File: src/rtl/ws2812_rx.sv
// ws2812_rx: WS2812 bitstream receiver that decodes GRB pixels into a RAM write port.
// Define WS2812_RX_FORWARD_EN to regenerate the daisy-chain output on dout.
module ws2812_rx #(
  parameter int T1_THRESH  = 20,
  parameter int MIN_HIGH   = 5,
  parameter int MAX_HIGH   = 50,
  parameter int GAP_CYCLES = 2500,
  parameter int ADDR_W     = 7
) (
  input  logic              sys_clk,
  input  logic              sys_rst_n,
  input  logic              din,
  output logic [23:0]       pix_data,
  output logic [ADDR_W-1:0] pix_addr,
  output logic              pix_we,
  output logic              frame_done,
  output logic [ADDR_W:0]   pix_count,
  output logic              err_glitch,
  output logic              err_partial,
  output logic              dout
);
  typedef enum logic [2:0] {SYNC, READY, HIGH, LOW, ERROR} state_t;
  localparam logic [12:0] T1   = 13'(T1_THRESH);
  localparam logic [12:0] MINH = 13'(MIN_HIGH);
  localparam logic [12:0] MAXH = 13'(MAX_HIGH);
  localparam logic [12:0] GAP  = 13'(GAP_CYCLES);
  state_t state, state_nx;
  logic s1, s2, din_q, rise_r, fall_r;
  logic [11:0] wcnt;
  logic [12:0] len;
  logic [4:0] bit_cnt;
  logic [ADDR_W:0] pix_cnt;
  logic [23:0] sh, sh_nx;
  logic idle, last, resync, accept, bad, gap, we_nx;
  // len is the width of the current level including the cycle its edge was seen
  assign len = {1'b0, wcnt} + 13'd1;
  assign last = bit_cnt == 5'd23;
  assign sh_nx = {sh[22:0], len >= T1};
  assign idle = state == SYNC || state == READY || state == ERROR;
  assign resync = !din_q && len >= GAP;
  always_ff @(posedge sys_clk or negedge sys_rst_n)
    if (!sys_rst_n) state <= SYNC;
    else state <= state_nx;
  always_comb begin
    state_nx = state;
    case (state)
      SYNC, ERROR: state_nx = resync ? READY : state;
      READY:       state_nx = rise_r ? HIGH : READY;
      HIGH:        state_nx = bad ? ERROR : accept ? LOW : HIGH;
      LOW:         state_nx = gap ? READY : rise_r ? HIGH : LOW;
      default:     state_nx = SYNC;
    endcase
  end
  // a fall wins over the stuck-high limit reached in the same cycle
  always_comb begin
    accept = state == HIGH && fall_r && len >= MINH && len <= MAXH;
    bad = state == HIGH && (len > MAXH || (fall_r && len < MINH));
    gap = state == LOW && !rise_r && len >= GAP;
    we_nx = accept && last && !pix_cnt[ADDR_W];
  end
  always_ff @(posedge sys_clk or negedge sys_rst_n)
    if (!sys_rst_n) begin
      s1 <= 1'b0;
      s2 <= 1'b0;
      din_q <= 1'b0;
      rise_r <= 1'b0;
      fall_r <= 1'b0;
      wcnt <= '0;
    end else begin
      s1 <= din;
      s2 <= s1;
      din_q <= s2;
      rise_r <= s2 & ~din_q;
      fall_r <= ~s2 & din_q;
      wcnt <= (rise_r | fall_r) ? '0 : wcnt + {11'd0, ~&wcnt};
    end
  always_ff @(posedge sys_clk or negedge sys_rst_n)
    if (!sys_rst_n) begin
      bit_cnt <= '0;
      pix_cnt <= '0;
      sh <= '0;
      pix_we <= 1'b0;
      pix_data <= '0;
      pix_addr <= '0;
      frame_done <= 1'b0;
      pix_count <= '0;
      err_glitch <= 1'b0;
      err_partial <= 1'b0;
    end else begin
      bit_cnt <= (idle || gap) ? '0 : accept ? (last ? '0 : bit_cnt + 5'd1) : bit_cnt;
      pix_cnt <= idle ? '0 : (accept && last) ? pix_cnt + {{ADDR_W{1'b0}}, ~pix_cnt[ADDR_W]} : pix_cnt;
      sh <= accept ? sh_nx : sh;
      pix_we <= we_nx;
      pix_data <= we_nx ? sh_nx : pix_data;
      pix_addr <= we_nx ? pix_cnt[ADDR_W-1:0] : pix_addr;
      frame_done <= gap;
      pix_count <= gap ? pix_cnt : pix_count;
      err_glitch <= bad;
      err_partial <= gap && bit_cnt != 5'd0;
    end
`ifdef WS2812_RX_FORWARD_EN
  logic fwd;
  // the first pixel of each frame is consumed here; later bits pass downstream
  always_ff @(posedge sys_clk or negedge sys_rst_n)
    if (!sys_rst_n) begin
      fwd <= 1'b0;
      dout <= 1'b0;
    end else begin
      fwd <= (idle || gap) ? 1'b0 : (accept && last) ? 1'b1 : fwd;
      dout <= fwd & ~idle & din_q;
    end
`else
  assign dout = 1'b0;
`endif
endmodule

File: config.mk
export PLATFORM = sky130hd
export DESIGN_NAME = ws2812_rx
export DESIGN_NICKNAME = d
export VERILOG_FILES = /design/src/rtl/ws2812_rx.sv
export SDC_FILE = /design/constraint.sdc
export NUM_CORES = 1
export LEC_CHECK = 0
export ABC_AREA = 0
export BUFFER_PORTS_ARGS = -buffer_cell sky130_fd_sc_hd__buf_4
export CELL_PAD_IN_SITES_DETAIL_PLACEMENT = 0
export CELL_PAD_IN_SITES_GLOBAL_PLACEMENT = 1
export CORE_MARGIN = 3
export CORE_UTILIZATION = 52
export DETAILED_ROUTE_END_ITERATION = 12
export PLACE_DENSITY_LB_ADDON = 0.1
export REMOVE_ABC_BUFFERS = 1
export SLEW_MARGIN = 30
export SYNTH_ARGS = -nofsm -noshare
export SYNTH_HDL_FRONTEND = slang
export SYNTH_SLANG_ARGS = --single-unit
File: constraint.sdc
create_clock -name sys_clk -period 6.1 [get_ports sys_clk]
set_input_delay 0 -clock sys_clk [delete_from_list [all_inputs] [get_ports sys_clk]]
set_output_delay 0 -clock sys_clk [all_outputs]
set_load 0.02 [all_outputs]
## After elaboration in Yosys (flattened, before gate mapping)

Index checks and enable logic that the tools add are counted.
Widths: inputs -> output; s select.

- Output and inout bits: 44
- Bits in registers: 99
- Memories kept: 0
- Input port bits: 3
- Bits in read-only memories: 0
- Latch bits: 0
- Memory bits (writable): 0
- Logic and storage cells: 77

- Add/sub/neg operators: 4
- Multiplexer cells: 13
- Equality and inequality tests: 6
- Div/mod/pow operators: 0
- Reductions and logical operators: 25
- Shift operators: 0
- Multiply operators: 0
- Bitwise operators: 6
- Order comparisons: 6

Operators with widths:

| kind | number |
|---|---|
| $mux 8 | 2 |
| $mux 5 | 3 |
| $add 12x1->13 const B | 1 |
| $ge 13x12->1 const B | 1 |
| $ge 13x3->1 const B | 1 |
| $ge 13x5->1 const B | 1 |
| $gt 13x6->1 const B | 1 |
| $le 13x6->1 const B | 1 |
| $lt 13x3->1 const B | 1 |
| $add 12x1->12 | 1 |
| $mux 12 | 1 |
| $pmux 3 s4 | 1 |
| $reduce_and 12->1 | 1 |
| $logic_and 1x1->1 | 11 |
| $add 8x1->8 | 1 |
| $eq 3x2->1 const B | 2 |
| $mux 3 | 2 |
| $add 5x1->5 const B | 1 |
| $eq 5x5->1 const B | 1 |
| $reduce_bool 5->1 | 1 |
| $logic_not 1->1 | 4 |
| $logic_or 1x1->1 | 4 |
| $mux 2 | 2 |
| $reduce_bool 2->1 | 2 |
| other kinds (9) | 13 |

## Longest topological paths before layout

Gate-level depths: netlist (run 1).

- Depth after elaboration: 7
- Depth in mapped cells: 10
- Gate-level depth less buffers: 9

## Least setup slack after synthesis (run 1)

OpenSTA, ideal clock, no wires.

- Path type: register to register
- Start point: reg wcnt[0]
- End point: reg sh[10]
- Required time: 5.975 ns
- Period minus slack after synthesis: 2.741 ns
- Path slack: 3.359 ns
- Stages on the path, launching flop included: 11
- Path buffers: 3
- Arrival: 2.616 ns
- Library setup time: 0.125 ns
- Path through: dfrtp_1 ha_1 clkbuf_1 nor4b_1 mux2i_1 a21boi_0 a21boi_2 nand2b_1 buf_2 buf_6 mux2_2

- Cells in the longest elaborated chain, start to end: 4
- Elaborated cells on any way between the ends: 5
- Those cells by class: add/sub: 1; order compare: 2; reduce/logical: 2

Ends and longest elaborated chain:

| element | line | text |
|---|---|---|
| start: declaration | 29 | `logic [11:0] wcnt;` |
| start signal: assignment | 75 | `wcnt <= (rise_r \| fall_r) ? '0 : wcnt + {11'd0, ~&wcnt};` |
| $add 12x1->13 * | 36 | `assign len = {1'b0, wcnt} + 13'd1;` |
| $ge 13x3->1 | 56 | `accept = state == HIGH && fall_r && len >= MINH && len <= MAXH;` |
| $logic_and 1x1->1 | 56 |  |
| $logic_and 1x1->1 * | 56 |  |
| end signal: assignment | 92 | `sh <= accept ? sh_nx : sh;` |
| end: declaration | 33 | `logic [23:0] sh, sh_nx;` |

Every way passes the cells marked *; elsewhere a longest branch is shown, timed or not.
A chain may end at the register's enable or synchronous reset.

## Worst setup path after layout (run 1)

- Start point: reg wcnt[2]
- End point: reg bit_cnt[3]

- Cells in the longest elaborated chain, start to end: 5
- Elaborated cells on any way between the ends: 10
- Those cells by class: add/sub: 1; order compare: 3; mux: 1; reduce/logical: 5

Ends and longest elaborated chain:

| element | line | text |
|---|---|---|
| $add 12x1->13 * | 36 |  |
| $ge 13x12->1 / $ge 13x3->1 (equally long branches) | 58, 56 |  |
| $logic_and 1x1->1, on equally long branches | 58, 56 |  |
| $logic_or 1x1->1 / $logic_and 1x1->1 (equally long branches) | 90, 56 |  |
| $mux 5 / $reduce_bool 2->1 (equally long branches) | -- |  |
| end signal: assignment | 90 | `bit_cnt <= (idle \|\| gap) ? '0 : accept ? (last ? '0 : bit_cnt + 5'd1) : bit_cnt;` |
| end: declaration | 31 | `logic [4:0] bit_cnt;` |

Marked as above.

==> flow_summary.json, run 1 <==
{
  "tritoncts": "built",
  "clock_power_share": 0.360,
  "clock_latency_ps": 360,
  "htreeDepth": 3,
  "grt_antenna_before_repair": 0,
  "synth.distinct_cells": 54,
  "cts_made_buffers": 9,
  "outcome": "finished clean",
  "synth_edf_count": 0,
  "numClockSinks": 99,
  "synth.top_cell.area_share": 0.520,
  "drt_iter0_drc": 94,
  "r2r-start": "wcnt[2]",
  "arrival_ps": 4020,
  "dr.pass1.iters": 5,
  "hp-class": "primary input to asynchronous set/reset pin",
  "drc_errors": 0,
  "ant_nets": 0,
  "drv_cap": 0,
  "clockBufferDepth": 2,
  "overflow": 0,
  "finalCoreUtilization": 0.607,
  "yosys_warnings": 0,
  "crit_required_ps": 6370,
  "fin_crit_sh": 0.615,
  "ctsResizeCount": 0,
  "grt_usage": 0.186,
  "rsz0062_at_grt": "no",
  "p_per_area_nw_per_um2": 222,
  "synth-seq-cells": 99,
  "final_cell_mix": "dfrtp_1 (99), buf_4 (47), mux2_2 (35)",
  "area_growth_pct": 12.1,
  "root_buffer": "clkbuf_8",
  "wl_met1_um": 4410,
  "power_frac_comb": 0.071,
  "end_kind": "flip-flop",
  "rows": 34,
  "r2r_slack_ps": 2350,
  "finalHoldViolCount": 0,
  "grt_max_degree": 81,
  "synthCells": 387,
  "wl_met3_um": 346,
  "die_area_um2": 10400,
  "fin_tns_setup_ps": 0,
  "vias": 3098,
  "post_cts_buffers": 0,
  "period_needed_ps": 3750,
  "syn_avg_cell_area_um2": 12.3,
  "coreArea_um2": 8810,
  "critPathKind": "flip-flop to flip-flop",
  "power_frac_seq": 0.568,
  "antennaDiodeCount": 0,
  "start_kind": "flip-flop",
  "wl_met2_um": 4340,
  "layout_commonest_cell": "dfrtp_1",
  "grt_pass1_wl_um": 15000,
  "nNetsFinal": 436,
  "synthesis.area_um2": 4770,
  "finalWeightedCongestion": 0.841,
  "worst_pin_slew_ps": 874,
  "place.port_buffers": 45,
  "cp_max_fo": 23,
  "ir_worst_vdd_uv": 111,
  "p_sw_mw": 0.302,
  "max_clock_freq_mhz": 267,
  "wl_um": 9170,
  "viasPerCell": 5.76,
  "initial_core_util": 0.541,
  "fin_skew_ps": 11.0,
  "slew_violations": 0,
  "intPower_mw": 0.882,
  "synthFlopType": "dfrtp_1",
  "die_w_um": 102,
  "finalSetupViolCount": 0,
  "reg2reg_to": "bit_cnt[3]",
  "r2r_cells": 6,
  "cts.clk_slew.worst_paths_ps": 100,
  "wl_per_cell_um": 17.0,
  "hpwl_um": 6140,
  "yosysSeqAreaShare": 0.520,
  "grt_pass1_vias": 2915,
  "dr.max_layer_used": "met4",
  "die_y_um": 102,
  "hold_buffers": 2,
  "relSlewSlack": 0.416,
  "yosys-top-cells-area": "dfrtp_1 (52%), mux2_4 (9.5%), mux2_2 (8.3%), ha_1 (2.1%), a21oi_1 (1.8%)",
  "synthArstFlopShare": 1.00,
  "yosysTopAreaCell": "dfrtp_1",
  "cellLeakagePower_nw": 2.49,
  "num_io_pins": 47,
  "switching_share": 0.255,
  "post_route_cells_drive_above_1_share": 0.323
}
[cell type report]
cell class,count,area (µm²)
repair buffers,50,384
fillers,726,3460
clock buffers,10,128
inverters,11,41.3
clock inverters,6,72.6
multi-input cells,254,2100
well taps,108,135
flip-flops and latches,99,2480
[power by group through the flow]
stage               registers [mW]  clock network [mW]  logic [mW]
CTS                          0.673               0.442      0.0856
finish                       0.673               0.427      0.0842
detailed placement           0.686                   0      0.0846
global route                 0.675               0.470      0.0958
floorplan                    0.683                   0      0.0494
global placement             0.685                   0      0.0825
[Yosys cell counts, types with 3 or more instances]
cell       n
buf_6      6
nor3_1     9
xor2_1     9
o31ai_1    8
nand2b_1   4
nor3b_1    3
o21ai_0   10
mux2_2    35
nor2b_1    5
or2_2      4
buf_2      9
and3_1     6
ha_1       8
a21oi_1   17
clkbuf_1   7
mux2_4    30
or4_1     11
nand3_1    8
inv_1     11
nand2_1   18
nor2_1    17
a211oi_1   4
nand4_1    8
nor4b_1    4
dfrtp_1   99
mux2i_1    3
[through the flow]
step / cells / worst slack (ps) / hold slack (ps) / power, mW / area [µm²]
after CTS: 538 / 2350 / 40.7 / 1.20 / 5340
after global placement: 520 / 2380 / -112 / 0.768 / 5110
after global routing: 538 / 2020 / 54.6 / 1.24 / 5340
final: 538 / 2350 / 50.1 / 1.18 / 5340
after detailed placement: 520 / 2400 / -106 / 0.771 / 5120
after floorplan: 364 / 2080 / -296 / 0.732 / 4620
[critical path, cell delays in order, from the launching register on]
cell	delay, ps
dfrtp_1	630
nand4_1	400
nor3_1	460
mux2i_1	410
nand4_1	760
or4_1	740
a211oi_1	250
[metal layers]
metal,GRT usage,vias to the layer above
met5,0,-
met4,0.0583,0
met3,0.0399,6
met2,0.285,60
met1,0.264,1559
li1,-,1473
[registers in the layout, summed over array words and instances, names as in the netlist, 3 cells and up]
name / count
pix_data: 24
sh: 23
wcnt: 12
pix_cnt: 8
pix_count: 8
pix_addr: 7
bit_cnt: 5
state: 3
[how the worst max path moves through the flow]
stage / start / end / slack, ps / depth (start not counted)
2_1_floorplan: wcnt[0] / pix_data[0] / 2080 / 7
3_3_place_gp: wcnt[0] / sh[0] / 2380 / 8
3_5_place_dp: wcnt[2] / bit_cnt[3] / 2400 / 6
4_1_cts: wcnt[2] / bit_cnt[3] / 2350 / 6
5_1_grt: wcnt[2] / bit_cnt[3] / 2020 / 6
6_report: wcnt[2] / bit_cnt[3] / 2350 / 6
[cells by family (layout without fill, tap and decap cells)]
logic type | after synthesis | after routing | share of synthesized area
and+or+nand+nor | 110 | 110 | 0.136
DFF | 99 | 99 | 0.520
muxes | 68 | 68 | 0.184
AOI/OAI and AO/OA | 56 | 56 | 0.0793
buffers and inverters | 34 | 77 | 0.0394
xor gates and xnor gates | 11 | 11 | 0.0202
adders and majority gates | 8 | 8 | 0.0210
other | 1 | 1 | 0.000787
Power figures use the tool's default switching activity.
==> run 2, diff against run 1 <==
CORE_UTILIZATION = 43   (was 52)
clock period = 3.05 ns   (was 6.1 ns; I/O delays follow)
==> run 2 against run 1 <==
Against the previous run:
- sequential cell count did not move
- setup slack got worse by 2200 ps
- non-clock buffer count rose by 20
- sequential power rose by 98%
- fmax rose by 30%
- routed wire length rose by 6.9%
- clock power rose by 100%
- register-to-register slack got worse by 2200 ps
- hold slack improved by 170 ps
- utilization fell by 7.7 points
- via count rose by 2.2%
- critical endpoint is now pix_addr[0]
- largest cell class unchanged
- highest routed layer unchanged
==> flow_summary.json, run 2 (synthesis results as in run 1) <==
{
  "cp_max_fo": 15,
  "instances_no_fill": 586,
  "initial_core_util": 0.452,
  "relSlewSlack": 0.455,
  "crit_required_ps": 3330,
  "rows": 37,
  "top_regs": "pix_data: 24 flops, sh: 23 flops, wcnt: 12 flops",
  "coreArea_um2": 10600,
  "critPathMaxStageDelay_ps": 410,
  "drc_errors": 0,
  "clock_latency_ps": 380,
  "finalSetupViolCount": 0,
  "r2r_slack_ps": 170,
  "post_route_cells_drive_above_1_share": 0.356,
  "p_per_area_nw_per_um2": 434,
  "clockBufferDepth": 2,
  "r2r_cells": 9,
  "nNetsFinal": 456,
  "design_area_um2": 5590,
  "final_cell_mix": "dfrtp_1 (99), buf_4 (62), mux2_2 (35)",
  "reg2reg_to": "pix_addr[0]",
  "grt_pass1_wl_um": 16000,
  "layout_commonest_cell": "dfrtp_1",
  "finalHoldViolCount": 0,
  "hpwl_um": 6430,
  "period_needed_ps": 2880,
  "fin_crit_sh": 0.945,
  "wl_um": 9800,
  "drt_iter0_drc": 129,
  "critPathKind": "flip-flop to flip-flop",
  "crit_start": "wcnt[0]",
  "r2r-start": "wcnt[0]",
  "grt_antenna_before_repair": 0,
  "wl_met3_um": 368,
  "die_y_um": 111,
  "ant_nets": 0,
  "grt_pass1_vias": 3100,
  "start_kind": "flip-flop",
  "arrival_ps": 3160,
  "rsz0062_at_grt": "no",
  "finalWeightedCongestion": 0.793,
  "fin_skew_ps": 11.2,
  "cp-endpoint": "pix_addr[0]",
  "area_growth_pct": 17.4,
  "vias": 3166,
  "cp_common_cell": "buf_4",
  "root_buffer": "clkbuf_8",
  "outcome": "finished clean",
  "hp-class": "primary input to asynchronous set/reset pin",
  "viasPerCell": 5.40,
  "cts.clk_slew.worst_paths_ps": 100,
  "numClockSinks": 99,
  "overflow": 0,
  "num_io_pins": 47,
  "max_clock_freq_mhz": 347,
  "antennaDiodeCount": 0,
  "cts_made_buffers": 9,
  "placedCellCount": 565,
  "grt_usage": 0.162,
  "drv_cap": 0,
  "cpMaxStageDelayCell": "mux2i_1",
  "ir_worst_vdd_uv": 331,
  "regMostFlops": "pix_data",
  "grt_max_degree": 100,
  "end_kind": "flip-flop",
  "cp_cell_sequence": "buf_4 -> nand2_1 -> nor3_1 -> mux2i_1 -> and4_4 -> nor4b_4 -> buf_4 -> buf_8 -> mux2_4",
  "tritoncts": "built",
  "placed_cell_area_um2": 5330,
  "place.port_buffers": 45,
  "wl_per_cell_um": 16.7,
  "wl_met1_um": 4590,
  "largest_reg_flops": 24,
  "finalCoreUtilization": 0.530,
  "slew_violations": 0,
  "cellLeakagePower_nw": 2.63,
  "worst_pin_slew_ps": 818,
  "fin_tns_setup_ps": 0,
  "htreeDepth": 3,
  "die_area_um2": 12400,
  "die_w_um": 111,
  "dr.pass1.iters": 4,
  "wl_met2_um": 4740,
  "dr.max_layer_used": "met4"
}
[run 2: changes by cell type in the layout (fill, tap and decap cells not counted), sizes merged]
cell	delta
clkinv	+2
clkbuf	+1
clkinvlp	-3
inv	+1
buf	+19
[run 2: timing repair]
action,CTS,global route
buffers inserted,0,1
hold endpoints to repair,100,0
hold buffers,2,0
resized for setup,0,5
setup endpoints to repair,0,34
[run 2: how the worst min path moves through the flow]
stage	start	end	cells after the start
2_1_floorplan	sys_rst_n	bit_cnt[0]	0
3_3_place_gp	sys_rst_n	wcnt[9]	2
3_5_place_dp	sys_rst_n	wcnt[7]	2
4_1_cts	sys_rst_n	wcnt[10]	3
5_1_grt	sys_rst_n	wcnt[7]	3
6_report	sys_rst_n	wcnt[7]	3
[run 2: worst max-delay path: cells and delay by family, from the launching register on]
family / cells / cell delay, ps
flops: 1 / 360
simple gates: 4 / 1100
buf+inv: 3 / 580
mux: 2 / 720
[run 2: final cells by class]
class	instances	area (µm²)
well taps	136	170
clock inverters	6	70.1
inverters	11	41.3
flip-flops and latches	99	2480
clock buffers	10	128
repair buffers	70	597
fillers	950	4960
multi-input cells	254	2110
[run 2: where the power goes]
group	internal, mW	leakage, nW	total (mW)	switching, mW
Clock	0.389	0.102	0.871	0.483
Sequential	1.32	1.37	1.33	0.00616
Combinational	0.0836	1.15	0.227	0.143
Total	1.79	2.63	2.43	0.632
[run 2: through the flow]
stage               hold slack [ps]  worst slack, ps  power, mW
finish                          219              166       2.43
global route                    247             4.34       2.54
CTS                             224              167       2.46
detailed placement              102              199       1.57
global placement                103              260       1.57
floorplan                      -296             -971       1.46
[run 2: routing by layer]
metal,up-vias,track usage
li1,1523,-
met1,1580,0.222
met2,54,0.248
met3,9,0.0519
met4,0,0.0430
met5,-,0
==> run 3, diff against run 2 <==
BUFFER_PORTS_ARGS = -buffer_cell sky130_fd_sc_hd__buf_2   (was -buffer_cell sky130_fd_sc_hd__buf_4)
MAX_ROUTING_LAYER = met4   (was default)
==> run 3 against run 2 <==
Against the previous run:
- cell area is 3.1% lower
- clock skew fell by 3.3 ps
- global-route usage rose by 0.44 points
- critical path type unchanged
==> flow_summary.json, run 3 (synthesis results as in run 1) <==
{
  "area_growth_pct": 13.8,
  "largest_reg_flops": 24,
  "wl_um": 9690,
  "place.port_buffers": 45,
  "cp_max_fo": 31,
  "start_kind": "flip-flop",
  "htreeDepth": 3,
  "dr.pass1.iters": 4,
  "initial_core_util": 0.452,
  "final_cell_mix": "dfrtp_1 (99), buf_2 (44), mux2_2 (35)",
  "critPathMaxStageDelay_ps": 390,
  "p_sw_mw": 0.658,
  "regMostFlops": "pix_data",
  "relSlewSlack": 0.474,
  "post_cts_buffers": 0,
  "clock_latency_ps": 370,
  "power_frac_comb": 0.090,
  "rsz0062_at_grt": "no",
  "numClockSinks": 99,
  "design_area_um2": 5420,
  "crit_required_ps": 3310,
  "intPower_mw": 1.72,
  "arrival_ps": 3090,
  "power_frac_seq": 0.560,
  "wl_per_cell_um": 16.6,
  "grt_usage": 0.166,
  "grt_pass1_wl_um": 16200,
  "coreArea_um2": 10600,
  "nNetsFinal": 454,
  "outcome": "finished clean",
  "cts.clk_slew.worst_paths_ps": 110,
  "fin_skew_ps": 7.84,
  "cts_made_buffers": 9,
  "cpMaxStageDelayCell": "dfrtp_1",
  "num_io_pins": 47,
  "power_mw": 2.38,
  "vias": 3137,
  "hold_buffers": 2,
  "drc_errors": 0,
  "die_area_um2": 12400,
  "ant_nets": 0,
  "critPathKind": "flip-flop to flip-flop",
  "hpwl_um": 6600,
  "p_per_area_nw_per_um2": 438,
  "rows": 37,
  "overflow": 0,
  "finalWeightedCongestion": 0.817,
  "hp-class": "primary input to asynchronous set/reset pin",
  "n_fill_cell": 953,
  "clock_power_share": 0.351,
  "cp_cell_sequence": "ha_1 -> or2_2 -> a2111oi_0 -> or4_1 -> and4_4 -> nor4b_4 -> buf_12 -> mux2_2",
  "switching_share": 0.277,
  "fin_tns_setup_ps": 0,
  "critical_path.top_delay_family": "simple AND/OR/NAND/NOR gates",
  "worst_pin_slew_ps": 789,
  "top_regs": "pix_data: 24 flops, sh: 23 flops, wcnt: 12 flops",
  "drt_iter0_drc": 121,
  "finalHoldViolCount": 0,
  "clockBufferDepth": 2,
  "cellLeakagePower_nw": 2.60,
  "max_clock_freq_mhz": 354,
  "drv_cap": 0,
  "end_kind": "flip-flop",
  "post_route_cells_drive_above_1_share": 0.350,
  "period_needed_ps": 2830,
  "grt_pass1_vias": 3087,
  "instances_no_fill": 584,
  "placedCellCount": 566,
  "crit_buf_inv": 1,
  "die_y_um": 111,
  "ctsResizeCount": 0,
  "finalSetupViolCount": 0,
  "grt_max_degree": 52,
  "layout_commonest_cell": "dfrtp_1",
  "fin_crit_sh": 0.927,
  "antennaDiodeCount": 0,
  "root_buffer": "clkbuf_8",
  "die_w_um": 111,
  "tritoncts": "built",
  "ir_worst_vdd_uv": 277,
  "grt_antenna_before_repair": 0,
  "slew_violations": 0,
  "placed_cell_area_um2": 5210,
  "viasPerCell": 5.37
}
run 3: cell count changes in the layout (fill, tap and decap cells not counted), moves of 2 or more:
cell	before	now
buf_2	0	44
buf_4	62	19
clkinv_4	1	3
inv_8	0	2
run 3: stage by stage:
stage	utilization	hold WS [ps]	setup WS (ps)
after floorplan	-	-296	-971
after global placement	0.494	81.3	242
after detailed placement	0.494	81.7	211
after CTS	0.514	199	209
after global routing	0.514	244	3.24
final	0.514	185	222
run 3: layout make-up:
| class | instances | area [µm²] | area share |
|---|---|---|---|
| Clock buffer | 9 | 124 | 0.0228 |
| Inverter | 11 | 41.3 | 0.00761 |
| Tap cell | 136 | 170 | 0.0314 |
| Sequential cell | 99 | 2480 | 0.457 |
| Timing Repair Buffer | 68 | 443 | 0.0817 |
| Clock inverter | 7 | 66.3 | 0.0122 |
| Multi-Input combinational cell | 254 | 2100 | 0.387 |
run 3: power by group through the flow:
stage | Clock [mW] | Combinational, mW | Sequential, mW
final | 0.833 | 0.214 | 1.33
after global routing | 0.919 | 0.239 | 1.33
after CTS | 0.873 | 0.216 | 1.33
after detailed placement | 0 | 0.213 | 1.36
after global placement | 0 | 0.213 | 1.36
after floorplan | 0 | 0.0987 | 1.37
run 3: final timing paths:
check,from,slack (ps),end,depth (start not counted)
setup / recovery,wcnt[0],220,pix_data[0],8
hold reg to reg,s1,360,s2,0
min in group sys_clk,din,270,s1,2
setup reg to reg,wcnt[0],220,pix_data[0],8
max in group asynchronous,sys_rst_n,2050,pix_addr[2],3
hold / removal,sys_rst_n,190,wcnt[6],2
run 3: routing by layer:
metal  global-route usage  routed length (µm)  vias up
met2                0.257                4550       50
met3               0.0377                 301        8
met4               0.0454                 111        0
met5                    -                   0        -
li1                     -                   -     1520
met1                0.222                4730     1559
